## config.mk

```make
export PLATFORM = sky130hd
export DESIGN_NAME = tmds_word_decoder
export DESIGN_NICKNAME = d
export VERILOG_FILES = /design/src/rtl/tmds_pkg.sv /design/src/rtl/tmds_word_decode.sv /design/src/rtl/tmds_word_decoder.sv
export SDC_FILE = /design/constraint.sdc
export NUM_CORES = 1
export LEC_CHECK = 0
export ABC_AREA = 1
export CELL_PAD_IN_SITES_DETAIL_PLACEMENT = 1
export CELL_PAD_IN_SITES_GLOBAL_PLACEMENT = 2
export CORE_MARGIN = 8
export CORE_UTILIZATION = 32
export DETAILED_ROUTE_END_ITERATION = 7
export GPL_TIMING_DRIVEN = 0
export MAX_ROUTING_LAYER = met4
export PLACE_DENSITY = 0.82
export SLEW_MARGIN = 10
export SYNTH_ARGS = -nofsm -noshare
export SYNTH_HDL_FRONTEND = slang
export SYNTH_HIERARCHICAL = 1
export SYNTH_SLANG_ARGS = --single-unit
```

## constraint.sdc

```tcl
create_clock -name pixclk -period 3.46 [get_ports pixclk]
set_clock_uncertainty 0.05 [all_clocks]
set_input_delay 0.865 -clock pixclk [delete_from_list [all_inputs] [get_ports pixclk]]
set_output_delay 0.865 -clock pixclk [all_outputs]
set_load 0.02 [all_outputs]
```

## src/rtl/tmds_pkg.sv

```systemverilog
// Shared TMDS receive-side constants: control tokens, HDMI TERC4 code table and
// the word-alignment state encoding.
package tmds_pkg;

    localparam logic [9:0] TOKEN_C00 = 10'b1101010100;
    localparam logic [9:0] TOKEN_C01 = 10'b0010101011;
    localparam logic [9:0] TOKEN_C10 = 10'b0101010100;
    localparam logic [9:0] TOKEN_C11 = 10'b1010101011;

    // Index k holds the 10-bit code carrying nibble k.
    localparam logic [15:0][9:0] TERC4_CODE = {
        10'b1011000011, 10'b0101100011, 10'b1001110001, 10'b1010001110,
        10'b1011000110, 10'b0110011100, 10'b0100111001, 10'b1011001100,
        10'b0100111100, 10'b0110001110, 10'b0100011110, 10'b0101110001,
        10'b1011100010, 10'b1011100100, 10'b1001100011, 10'b1010011100
    };

    typedef enum logic {
        SEARCH = 1'b0,
        LOCKED = 1'b1
    } align_state_t;

endpackage

```

## src/rtl/tmds_word_decode.sv

```systemverilog
// Combinational decode of one aligned TMDS word into token/ctrl, pixel byte and,
// when TMDS_WORD_DECODER_TERC4_EN is defined, the TERC4 nibble.
module tmds_word_decode
    import tmds_pkg::*;
(
    input  logic [9:0] w,
    output logic       is_token,
    output logic [1:0] ctrl,
    output logic [7:0] data,
    output logic       terc4_valid,
    output logic [3:0] terc4
);

    logic [7:0] q;
    logic [7:0] qx;

    always_comb begin
        is_token = 1'b1;
        ctrl     = 2'b00;
        case (w)
            TOKEN_C00: ctrl = 2'b00;
            TOKEN_C01: ctrl = 2'b01;
            TOKEN_C10: ctrl = 2'b10;
            TOKEN_C11: ctrl = 2'b11;
            default:   is_token = 1'b0;
        endcase
    end

    // Undo the optional inversion, then the XOR/XNOR transition chain.
    assign q    = w[9] ? ~w[7:0] : w[7:0];
    assign qx   = q ^ {q[6:0], 1'b0};
    assign data = w[8] ? {qx[7:1], q[0]} : {~qx[7:1], q[0]};

`ifdef TMDS_WORD_DECODER_TERC4_EN
    always_comb begin
        terc4_valid = 1'b0;
        terc4       = 4'd0;
        for (int k = 0; k < 16; k++) begin
            if (w == TERC4_CODE[k]) begin
                terc4_valid = 1'b1;
                terc4       = 4'(k);
            end
        end
    end
`else
    assign terc4_valid = 1'b0;
    assign terc4       = 4'd0;
`endif

endmodule

```

## src/rtl/tmds_word_decoder.sv

```systemverilog
// TMDS receive channel: bit-slip word alignment on control-token runs and
// registered word decode. Optional TERC4 detection via TMDS_WORD_DECODER_TERC4_EN.
module tmds_word_decoder
    import tmds_pkg::*;
#(
    parameter int LOCK_COUNT     = 8,
    parameter int SEARCH_WINDOW  = 1024,
    parameter int UNLOCK_TIMEOUT = 4096
) (
    input  logic       pixclk,
    input  logic       resetn,
    input  logic [9:0] tmds_in,
    output logic [7:0] data,
    output logic [1:0] ctrl,
    output logic       de,
    output logic       locked,
    output logic [3:0] offset,
    output logic [3:0] terc4,
    output logic       terc4_valid
);

    localparam int RUN_W = $clog2(LOCK_COUNT + 1);
    localparam int WIN_W = $clog2(SEARCH_WINDOW + 1);
    localparam int TMO_W = $clog2(UNLOCK_TIMEOUT + 1);

    logic [19:0]      hist_p0;
    logic [9:0]       w_p1;
    logic             dec_is_token;
    logic [1:0]       dec_ctrl;
    logic [7:0]       dec_data;
    logic             dec_terc4_valid;
    logic [3:0]       dec_terc4;

    align_state_t     state, state_next;
    logic [3:0]       offset_next;
    logic [RUN_W-1:0] run_cnt, run_next, run_inc;
    logic [WIN_W-1:0] win_cnt, win_next, win_inc;
    logic [TMO_W-1:0] tmo_cnt, tmo_next, tmo_inc;

    // Stage p0: two-word history so any of the ten bit offsets can be extracted.
    always_ff @(posedge pixclk) begin
        if (!resetn) hist_p0 <= '0;
        else         hist_p0 <= {tmds_in, hist_p0[19:10]};
    end

    // Stage p1: aligned word and its combinational decode.
    always_comb begin
        w_p1 = hist_p0[9:0];
        for (int k = 1; k < 10; k++) begin
            if (offset == 4'(k)) w_p1 = hist_p0[k +: 10];
        end
    end

    tmds_word_decode u_decode (
        .w           (w_p1),
        .is_token    (dec_is_token),
        .ctrl        (dec_ctrl),
        .data        (dec_data),
        .terc4_valid (dec_terc4_valid),
        .terc4       (dec_terc4)
    );

    assign run_inc = run_cnt + 1'b1;
    assign win_inc = win_cnt + 1'b1;
    assign tmo_inc = tmo_cnt + 1'b1;

    always_comb begin
        state_next  = state;
        offset_next = offset;
        run_next    = run_cnt;
        win_next    = win_cnt;
        tmo_next    = tmo_cnt;
        case (state)
            SEARCH: begin
                run_next = dec_is_token ? run_inc : '0;
                win_next = win_inc;
                // A completed run takes priority over a window expiring on the same word.
                if (dec_is_token && run_inc == RUN_W'(LOCK_COUNT)) begin
                    state_next = LOCKED;
                    run_next   = '0;
                    win_next   = '0;
                    tmo_next   = '0;
                end else if (win_inc == WIN_W'(SEARCH_WINDOW)) begin
                    offset_next = (offset == 4'd9) ? 4'd0 : offset + 4'd1;
                    run_next    = '0;
                    win_next    = '0;
                end
            end
            LOCKED: begin
                tmo_next = dec_is_token ? '0 : tmo_inc;
                if (!dec_is_token && tmo_inc == TMO_W'(UNLOCK_TIMEOUT)) begin
                    state_next = SEARCH;
                    run_next   = '0;
                    win_next   = '0;
                    tmo_next   = '0;
                end
            end
            default: state_next = SEARCH;
        endcase
    end

    always_ff @(posedge pixclk) begin
        if (!resetn) begin
            state   <= SEARCH;
            offset  <= 4'd0;
            run_cnt <= '0;
            win_cnt <= '0;
            tmo_cnt <= '0;
        end else begin
            state   <= state_next;
            offset  <= offset_next;
            run_cnt <= run_next;
            win_cnt <= win_next;
            tmo_cnt <= tmo_next;
        end
    end

    // Stage p2: output registers, gated by the state this word leaves the FSM in,
    // so de and locked always agree.
    always_ff @(posedge pixclk) begin
        if (!resetn) begin
            data        <= 8'd0;
            ctrl        <= 2'b00;
            de          <= 1'b0;
            terc4       <= 4'd0;
            terc4_valid <= 1'b0;
        end else begin
            terc4       <= dec_terc4;
            terc4_valid <= dec_terc4_valid;
            if (state_next == LOCKED && !dec_is_token) begin
                de   <= 1'b1;
                data <= dec_data;
            end else begin
                de   <= 1'b0;
                data <= 8'd0;
            end
            if (state_next == LOCKED && dec_is_token) ctrl <= dec_ctrl;
        end
    end

    assign locked = (state == LOCKED);

endmodule

```

==> results of run 1 <==
[final cells by class]
type | instances | area share, %
buffer | 32 | 3.85
clock buffer | 9 | 3.68
clock inverter | 7 | 0.839
inverter | 134 | 8.65
multi-input combinational | 534 | 47.4
sequential | 69 | 22.8
tap | 184 | 3.76
timing repair buffer | 59 | 8.98
[what timing repair did]
| item | 4_1_cts | 5_1_grt |
|---|---|---|
| gates cloned | 0 | 2 |
| resized for setup | 51 | 89 |
| buffers inserted | 5 | 21 |
| endpoints found under the setup margin | 44 | 44 |
| pin swaps | 8 | 38 |
[layer usage]
metal	track usage (%)	vias to the layer above	share of wire, %
li1	-	2506	-
met1	18.9	2348	44
met2	29.4	36	52
met3	2.75	13	2.4
met4	5.13	0	1.1
met5	-	-	0
[registers in the layout (all words and copies together) (netlist names)]
signal       count
tmo_cnt         13
terc4            4
hist_p0         20
data             8
terc4_valid      1
win_cnt         11
locked           1
de               1
offset           4
ctrl             2
run_cnt          4
[per-stage QoR]
step	hold slack, ps	std cells	setup TNS (ps)	power (mW)	area [sq um]
2_1_floorplan	340	769	0	0.930	4670
3_3_place_gp	354	984	-23260	0.979	5210
3_5_place_dp	358	984	-25870	0.983	5210
4_1_cts	374	1005	0	1.88	5660
5_1_grt	409	1028	-861	1.94	6120
6_report	369	1028	0	1.86	6120
[kinds of logic after synthesis]
logic type | count (synthesis) | synth area share (%)
AND/OR/NAND/NOR | 404 | 38.1
buffers and inverters | 166 | 14.7
AO/OA/AOI/OAI | 98 | 11.3
flip-flops | 69 | 29.7
XOR/XNOR | 14 | 2.63
adder cells (fa/ha/maj) | 13 | 3.49
other | 1 | 0.0805
[power by group through the flow]
stage	logic [mW]	clock network, mW	registers, mW
final	0.151	0.884	0.829
after global routing	0.171	0.940	0.831
after detailed placement	0.134	0	0.849
after CTS	0.138	0.912	0.830
after global placement	0.130	0	0.849
after floorplan	0.0856	0	0.844
[worst min-delay path by stage]
stage,start,endpoint,slack (ps)
final,hist_p0[19],hist_p0[9],370
after global routing,hist_p0[19],hist_p0[9],410
after detailed placement,hist_p0[19],hist_p0[9],360
after global placement,hist_p0[19],hist_p0[9],350
after CTS,hist_p0[19],hist_p0[9],370
after floorplan,hist_p0[19],hist_p0[9],340
[cells in the final DEF (no fill, tap or decap), drive strengths merged]
cell	n
a21oi	61
a22oi	1
buf	48
clkbuf	21
clkdlybuf4s50	31
clkinv	7
clkinvlp	2
conb	5
dfxtp	69
ha	13
inv	132
nand2	232
nand3	63
nand3b	7
nand4	9
nor2	83
nor3	8
nor4	1
o211ai	6
o21ai	30
or2	1
xnor2	4
xor2	10
[worst max-delay path, delay by kind of cell (launching register included)]
kind            cells  cell delay, ps
buf+inv             5             520
simple gates       19            1560
fa+ha+maj           1             230
flops               1             330
compound gates      4             490
[synth_stat cells, drive strengths merged]
| master | count | area share (%) |
|---|---|---|
| a21oi | 61 | 6.8 |
| xnor2 | 4 | 0.75 |
| dfxtp | 69 | 30 |
| nand2 | 232 | 19 |
| or2 | 1 | 0.13 |
| xor2 | 10 | 1.9 |
| o211ai | 6 | 0.97 |
| ha | 13 | 3.5 |
| nand3 | 63 | 7.5 |
| conb | 1 | 0.081 |
| nor3 | 8 | 1.4 |
| clkinv | 5 | 0.43 |
| clkbuf | 16 | 1.3 |
| buf | 16 | 2.5 |
| a22oi | 1 | 0.27 |
| nand3b | 7 | 1.1 |
| nor4 | 1 | 0.13 |
| nand4 | 9 | 1.2 |
| o21ai | 30 | 3.2 |
| inv | 129 | 11 |
| nor2 | 83 | 7.3 |
==> impl_metrics.csv, run 1 <==
group,metric,value,unit
grt,grt_pass1_wl,24000,um
worst_setup_path,largest_incremental_delay_on_the_critical_path,330,ps
worst_setup_path,cp_data_arrival_time,3490,ps
timing,slew_headroom,61.9,%
cells_and_area,count_of_antenna_diodes_in_the_layout,0,
cells_and_area,layout_utilization,42.6,%
floorplanning,io_pins,33,
cells_and_area,fill_cells,1866,
timing,final-max-slew-violation-count,0,
clocking,clk_transition_reported_paths,60,ps
timing,final_critical_delay_including_setup_and_external_delays,3300,ps
worst_setup_path,critPathMaxFanout,7,
clocking,cts-root-buf,"clkbuf_16",
cells_and_area,syn_to_final_growth,31.3,%
hold_path,worst_hold_path_cells,2,
job,cap_viol_max_count,0,
worst_setup_path,cell_depth_of_the_worst_flop_to_flop_path,29,
run_status,run_status,"completed",
worst_setup_path,critical_path_required,3650,ps
hold_path,worst_hold_check_path_type,"register to register",
clocking,clock_network_latency_to_the_later_pin_of_the_worst_skew_pair,350,ps
timing,finalWorstSetupSlack,155,ps
worst_setup_path,cpMaxStageDelayCell,"dfxtp_2",
worst_setup_path,timing.critical_path.to_type,"register",
route,drt-total-wl,15100,um
route,ant_nets,0,
power_and_ir_drop,pwr-share-clk,47.5,%
placed_design,gp_congestion,0.808,
route,vias,4903,
worst_setup_path,worstReg2RegEnd,"run_cnt[3]",
cells_and_area,design.final.nets,864,
synthesis,synth.yosys.seq_area_share,29.7,%
worst_setup_path,timing.critical_path.to,"run_cnt[3]",
synthesis,synth_cell_type_count,38,
power_and_ir_drop,total_leakage_power,2.87,nW
power_and_ir_drop,sw_ratio,26.9,%
route,drt-pass1-iter-count,4,
clocking,cts_made_buffers,9,
grt,overflow,0,
power_and_ir_drop,share_seq_of_total_power,44.5,%
power_and_ir_drop,power_density,305,nW/um^2
floorplanning,die-area,18700,sq um
clocking,clock_tree.htree_level_count,3,
floorplanning,core-area,14400,sq um
synthesis,synthesis.instances,765,
floorplanning,chipWidth,137,um
route,via_per_inst,4.77,
worst_setup_path,rr_startpoint,"offset[1]",
power_and_ir_drop,total_switching_power,0.501,mW
synthesis,synth.ff_latch_count,69,
power_and_ir_drop,power.combinational.fraction,8.1,%
clocking,ctsHoldBuffers,0,
route,post_detailed_route_wirelength_per_cell,14.7,um
clocking,bufs_on_longest_clock_path,2,
synthesis,yosys_warnings,6,
worst_setup_path,worst-setup-path-type,"register to register",
worst_setup_path,timing.reg2reg.setup_slack,160,ps
placed_design,port-buffer-count,31,
timing,final-setup-viol-count,0,
synthesis,syn-mean-instance-area,6.09,sq um
timing,final-hold-violation-count,0,
worst_setup_path,timing.critical_path.mode_cell,"nand2_1",
synthesis,mappedNetlistArea,4660,sq um
route,violation_count_after_the_first_detailed_route_iteration,202,
placed_design,place_worst_setup_slack,-798,ps
cells_and_area,regArea,1390,sq um
grt,via_count_of_the_first_global_routing_pass,4926,
grt,number_of_antenna_violations_at_the_first_check_in_global_routing,0,
power_and_ir_drop,ir_worst_vdd,0.211,mV
placed_design,place_hpwl,11000,um
timing,tightest_slew,571,ps
floorplanning,fp-row-count,44,
worst_setup_path,kind_of_start_point_of_the_critical_path,"register",
cells_and_area,layout-drive-gt1-share,19.5,%
cells_and_area,multiInputGateArea,2900,sq um
grt,largest_net_degree_at_the_start_of_global_routing,14,
floorplanning,fp.dieH,137,um
floorplanning,start_util,32.4,%
clocking,clkSinkCount,69,
timing,clock.fmax,303,MHz
route,post-route-drc-count,0,
power_and_ir_drop,cellInternalPower,1.36,mW
timing,finalCritPeriodShare,95.5,%
grt,global_route.usage.total,16.7,%
worst_setup_path,cp-startpoint,"offset[1]",
clocking,cts_tree,"done",
No activity file was read; power rests on OpenSTA's default activity.
==> run 2, diff against run 1 <==
--- a/config.mk
+++ b/config.mk
@@ -8,7 +8,7 @@
 export ABC_AREA = 1
 export CELL_PAD_IN_SITES_DETAIL_PLACEMENT = 1
 export CELL_PAD_IN_SITES_GLOBAL_PLACEMENT = 2
-export CORE_MARGIN = 8
+export CORE_MARGIN = 4
 export CORE_UTILIZATION = 32
 export DETAILED_ROUTE_END_ITERATION = 7
 export GPL_TIMING_DRIVEN = 0
==> impl_metrics.csv, run 2 (synthesized netlist as in run 1, its figures left out) <==
group,metric,value,unit
power_and_ir_drop,ir_worst_vdd,0.296,mV
grt,grt_pass1_wl,24200,um
cells_and_area,final_area,6210,sq um
cells_and_area,largest_register_ffs,20,
floorplanning,fp-row-count,43,
floorplanning,chipWidth,129,um
floorplanning,start_util,33.2,%
cells_and_area,regArea,1390,sq um
clocking,cts_tree,"done",
timing,clock.fmax,293,MHz
cells_and_area,most-common-layout-cells,"nand2_1, inv_1, nor2_1",
clocking,clk_transition_reported_paths,60,ps
route,violation_count_after_the_first_detailed_route_iteration,209,
grt,overflow,0,
power_and_ir_drop,total_power,2.03,mW
floorplanning,die-area,16600,sq um
placed_design,gp_congestion,0.828,
timing,final-max-slew-violation-count,0,
timing,tightest_slew,630,ps
timing,finalCritPeriodShare,98.7,%
worst_setup_path,kind_of_start_point_of_the_critical_path,"register",
route,drt-total-wl,15300,um
grt,via_count_of_the_first_global_routing_pass,4888,
cells_and_area,design.final.nets,863,
worst_setup_path,cp_data_arrival_time,3610,ps
cells_and_area,count_of_antenna_diodes_in_the_layout,0,
timing,finalWorstSetupSlack,43.9,ps
timing,final_critical_delay_including_setup_and_external_delays,3420,ps
placed_design,place_worst_setup_slack,-762,ps
floorplanning,fp.dieH,129,um
run_status,run_status,"completed",
placed_design,detailed_place.area,5210,sq um
placed_design,place_hpwl,10800,um
worst_setup_path,timing.critical_path.to_type,"register",
cells_and_area,fill_cells,1853,
cells_and_area,syn_to_final_growth,33.3,%
grt,global_route.usage.total,18.7,%
floorplanning,core-area,14000,sq um
route,post-route-drc-count,0,
timing,final-setup-viol-count,0,
route,drt-pass1-iter-count,4,
timing,final-hold-violation-count,0,
cells_and_area,register_with_the_highest_flop_count,"hist_p0",
clocking,clock_tree.htree_level_count,3,
cells_and_area,reg.largest.list,"hist_p0 (20), tmo_cnt (13), win_cnt (11)",
clocking,bufs_on_longest_clock_path,2,
clocking,cts-root-buf,"clkbuf_16",
route,vias,4856,
clocking,clock_network_latency_to_the_later_pin_of_the_worst_skew_pair,350,ps
worst_setup_path,cpMaxStageDelayCell,"dfxtp_2",
route,via_per_inst,4.75,
worst_setup_path,critical_path_required,3650,ps
hold_path,worst_hold_check_path_type,"register to register",
cells_and_area,multiInputGateArea,2930,sq um
worst_setup_path,critPathMaxFanout,7,
clocking,clkSinkCount,69,
cells_and_area,layout-drive-gt1-share,20.0,%
placed_design,port-buffer-count,31,
worst_setup_path,timing.critical_path.mode_cell,"nand2_1",
grt,number_of_antenna_violations_at_the_first_check_in_global_routing,0,
timing,slew_headroom,58.0,%
route,ant_nets,0,
cells_and_area,layout_commonest_cell,"nand2_1",
job,cap_viol_max_count,0,
power_and_ir_drop,power_density,327,nW/um^2
floorplanning,io_pins,33,
clocking,cts_made_buffers,9,
timing,grt_setup_unrepaired,"yes",
worst_setup_path,timing.reg2reg.setup_slack,40,ps
worst_setup_path,largest_incremental_delay_on_the_critical_path,330,ps
worst_setup_path,worst-setup-path-type,"register to register",
power_and_ir_drop,total_leakage_power,2.87,nW
route,post_detailed_route_wirelength_per_cell,15.0,um
grt,largest_net_degree_at_the_start_of_global_routing,14,
==> run 2: cell count changes in the layout (fill, tap and decap cells not counted), moves of 3 or more <==
| cell | previous run | this run |
|---|---|---|
| a21oi_2 | 2 | 8 |
| a21oi_1 | 53 | 49 |
| nand2_1 | 202 | 199 |
| buf_6 | 10 | 7 |
| nand2_2 | 24 | 27 |
| nand3_1 | 55 | 52 |
==> run 2: final timing paths <==
check,startpoint,cells past startpoint,end
setup / recovery,offset[1],31,win_cnt[1]
hold / removal,hist_p0[19],2,hist_p0[9]
setup reg to reg,offset[1],31,win_cnt[1]
hold reg to reg,hist_p0[19],2,hist_p0[9]
==> run 2: metrics by stage <==
step | utilization (%) | hold slack (ps) | setup TNS [ps] | instances
final | 44.2 | 375 | 0 | 1023
after CTS | 40.8 | 377 | 0 | 1003
after detailed placement | 37.1 | 362 | -26600 | 980
after global placement | 37.1 | 363 | -22990 | 980
after global routing | 44.2 | 418 | -4920 | 1023
after floorplan | - | 340 | 0 | 769
==> run 2: area by class of cell <==
cell class | count | share of cell area [%]
Buffer | 32 | 3.77
Tap cell | 180 | 3.63
Multi-Input combinational cell | 534 | 47.3
Timing Repair Buffer | 58 | 9.03
Sequential cell | 69 | 22.5
Clock inverter | 6 | 1.51
Clock buffer | 10 | 3.85
Inverter | 134 | 8.50
==> run 2: power breakdown <==
group          leakage (nW)  total [mW]  switching, mW  internal [mW]
combinational          2.14       0.155         0.0891         0.0657
sequential            0.565       0.830         0.0204          0.809
clock                 0.160        1.05          0.390          0.657
total                  2.87        2.03          0.499           1.53
==> run 2: repair_timing <==
action                                  in CTS  in global routing
endpoints found under the setup margin      44                 44
hold buffers                                 0                  0
pin swaps                                    5                 41
cloned                                       0                  2
setup buffers                                7                 18
gates resized for setup                     55                 84
==> run 2: critical path: cells and delay by family, from the launching register on <==
kind | cells | cell delay (ps)
adders and majority gates | 1 | 140
and+or+nand+nor | 23 | 2050
buffers and inverters | 5 | 510
AOI/OAI and AO/OA | 2 | 220
DFF | 1 | 330
==> run 2: per-layer routing <==
layer	track usage, %	up-vias	routed length [um]
li1	-	2507	-
met1	24.5	2293	7420
met2	29.9	45	7280
met3	3.90	11	447
met4	4.26	0	159
met5	-	-	0
==> patch (settings of run 2) <==
Add a define of `TMDS_WORD_DECODER_TERC4_EN`.
--- a/src/rtl/tmds_word_decode.sv
+++ b/src/rtl/tmds_word_decode.sv
@@ -1,4 +1,6 @@
 // Combinational decode of one aligned TMDS word into token/ctrl, pixel byte and,
 // when TMDS_WORD_DECODER_TERC4_EN is defined, the TERC4 nibble.
+`define TMDS_WORD_DECODER_TERC4_EN
+
 module tmds_word_decode
     import tmds_pkg::*;
Formal check against the unedited RTL: not equivalent (a bounded check fails within 4 cycles, from zero or initial values and one cycle with resetn low).
==> patch against run 2 <==
  * Sequential cell count did not move
  * Sequential power fell by 0.6%
  * Global-route usage rose by 1.3 points
  * Synthesized area rose by 2.0%
  * Count of clock-buffer cells in the layout rose by 2
  * Worst hold slack got worse by 4.8 ps
  * Final area fell by 3.2%
  * Combinational power fell by 8%
  * Setup slack improved by 53 ps
  * Wire length rose by 3.3%
  * Total power fell by 9.2%
==> patch: results (changes against run 2) <==
| Metric | Value |
|---|---|
| Largest net degree at the start of global routing | `12 (-2)` |
| First-pass GRT wire length | `26500 µm (+9.5%)` |
| Fraction of the yosys area taken by sequential cells | `29.1% (-0.57 points)` |
| Via count | `5129 (+5.6%)` |
| Met2 wire len | `7430 µm (+2.0%)` |
| TritonRoute pass-1 iters | `5 (+1)` |
| Met1 GRT Util | `26.7% (+2.2 points)` |
| DP Area | `0.00529 mm² (+1.6%)` |
| Met3 Use GR | `2.66% (-1.2 points)` |
| Mean routed wirelength per cell | `15.0 µm (+0.51%)` |
| Post-place setup slack | `-902 ps (-140 ps)` |
| Final setup margin | `96.9 ps (+53.0 ps)` |
| CP Max Fanout | `8 (+1)` |
| Reg-to-reg endpoint | `tmo_cnt[1]$_SDFFE_PN0P_` |
| Mapped Cells | `800 (+4.6%)` |
| Crit path capture | `tmo_cnt[1]$_SDFFE_PN0P_` |
| Crit path DAT | `3520 ps (-90 ps)` |
| Final hold slack | `370 ps (-4.82 ps)` |
| Vias per Instance | `4.88 (+2.8%)` |
| Placed cell count | `1015 (+3.6%)` |
| Max VDD drop | `0.000201 V (-32%)` |
| Vias in the first global route | `5313 (+8.7%)` |
| GP Congestion | `0.895 (+8.0%)` |
| Outcome | `finished, final reports clean` |
| Met3 Wirelength | `478 µm (+6.9%)` |
| P_leak | `2.85 nW (-0.68%)` |
| Gr usage total | `20.1% (+1.3 points)` |
| Final HPWL DP | `11700 µm (+8.5%)` |
[patch: cell type report]
type / instances / area (µm²)
Buffer: 27 / 163
Clock buffer: 12 / 256
Clock inverter: 4 / 22.5
Fill cell: 1963 / 8520
Inverter: 139 / 534
Multi-Input combinational cell: 565 / 2950
Sequential cell: 69 / 1390
Tap cell: 184 / 230
Timing Repair Buffer: 51 / 458
[patch: kinds of logic after synthesis]
logic type      Yosys count  share of synthesized area [%]
simple gates            439                           40.9
buf+inv                 166                           13.8
compound gates          102                           11.4
xor+xnor                 19                           3.50
flops                    69                           29.1
fa+ha+maj                 5                           1.32
[patch: where the power goes]
group / leakage [nW] / internal (mW) / switching (mW)
Combinational: 2.15 / 0.0544 / 0.0891
Clock: 0.138 / 0.521 / 0.355
Sequential: 0.564 / 0.806 / 0.0189
[patch: repair_timing]
action                                  CTS  global route
cloned                                    0             1
buffers inserted                          8            11
endpoints found under the setup margin   44            47
resized for setup                        59            43
pin swaps                                 9            16
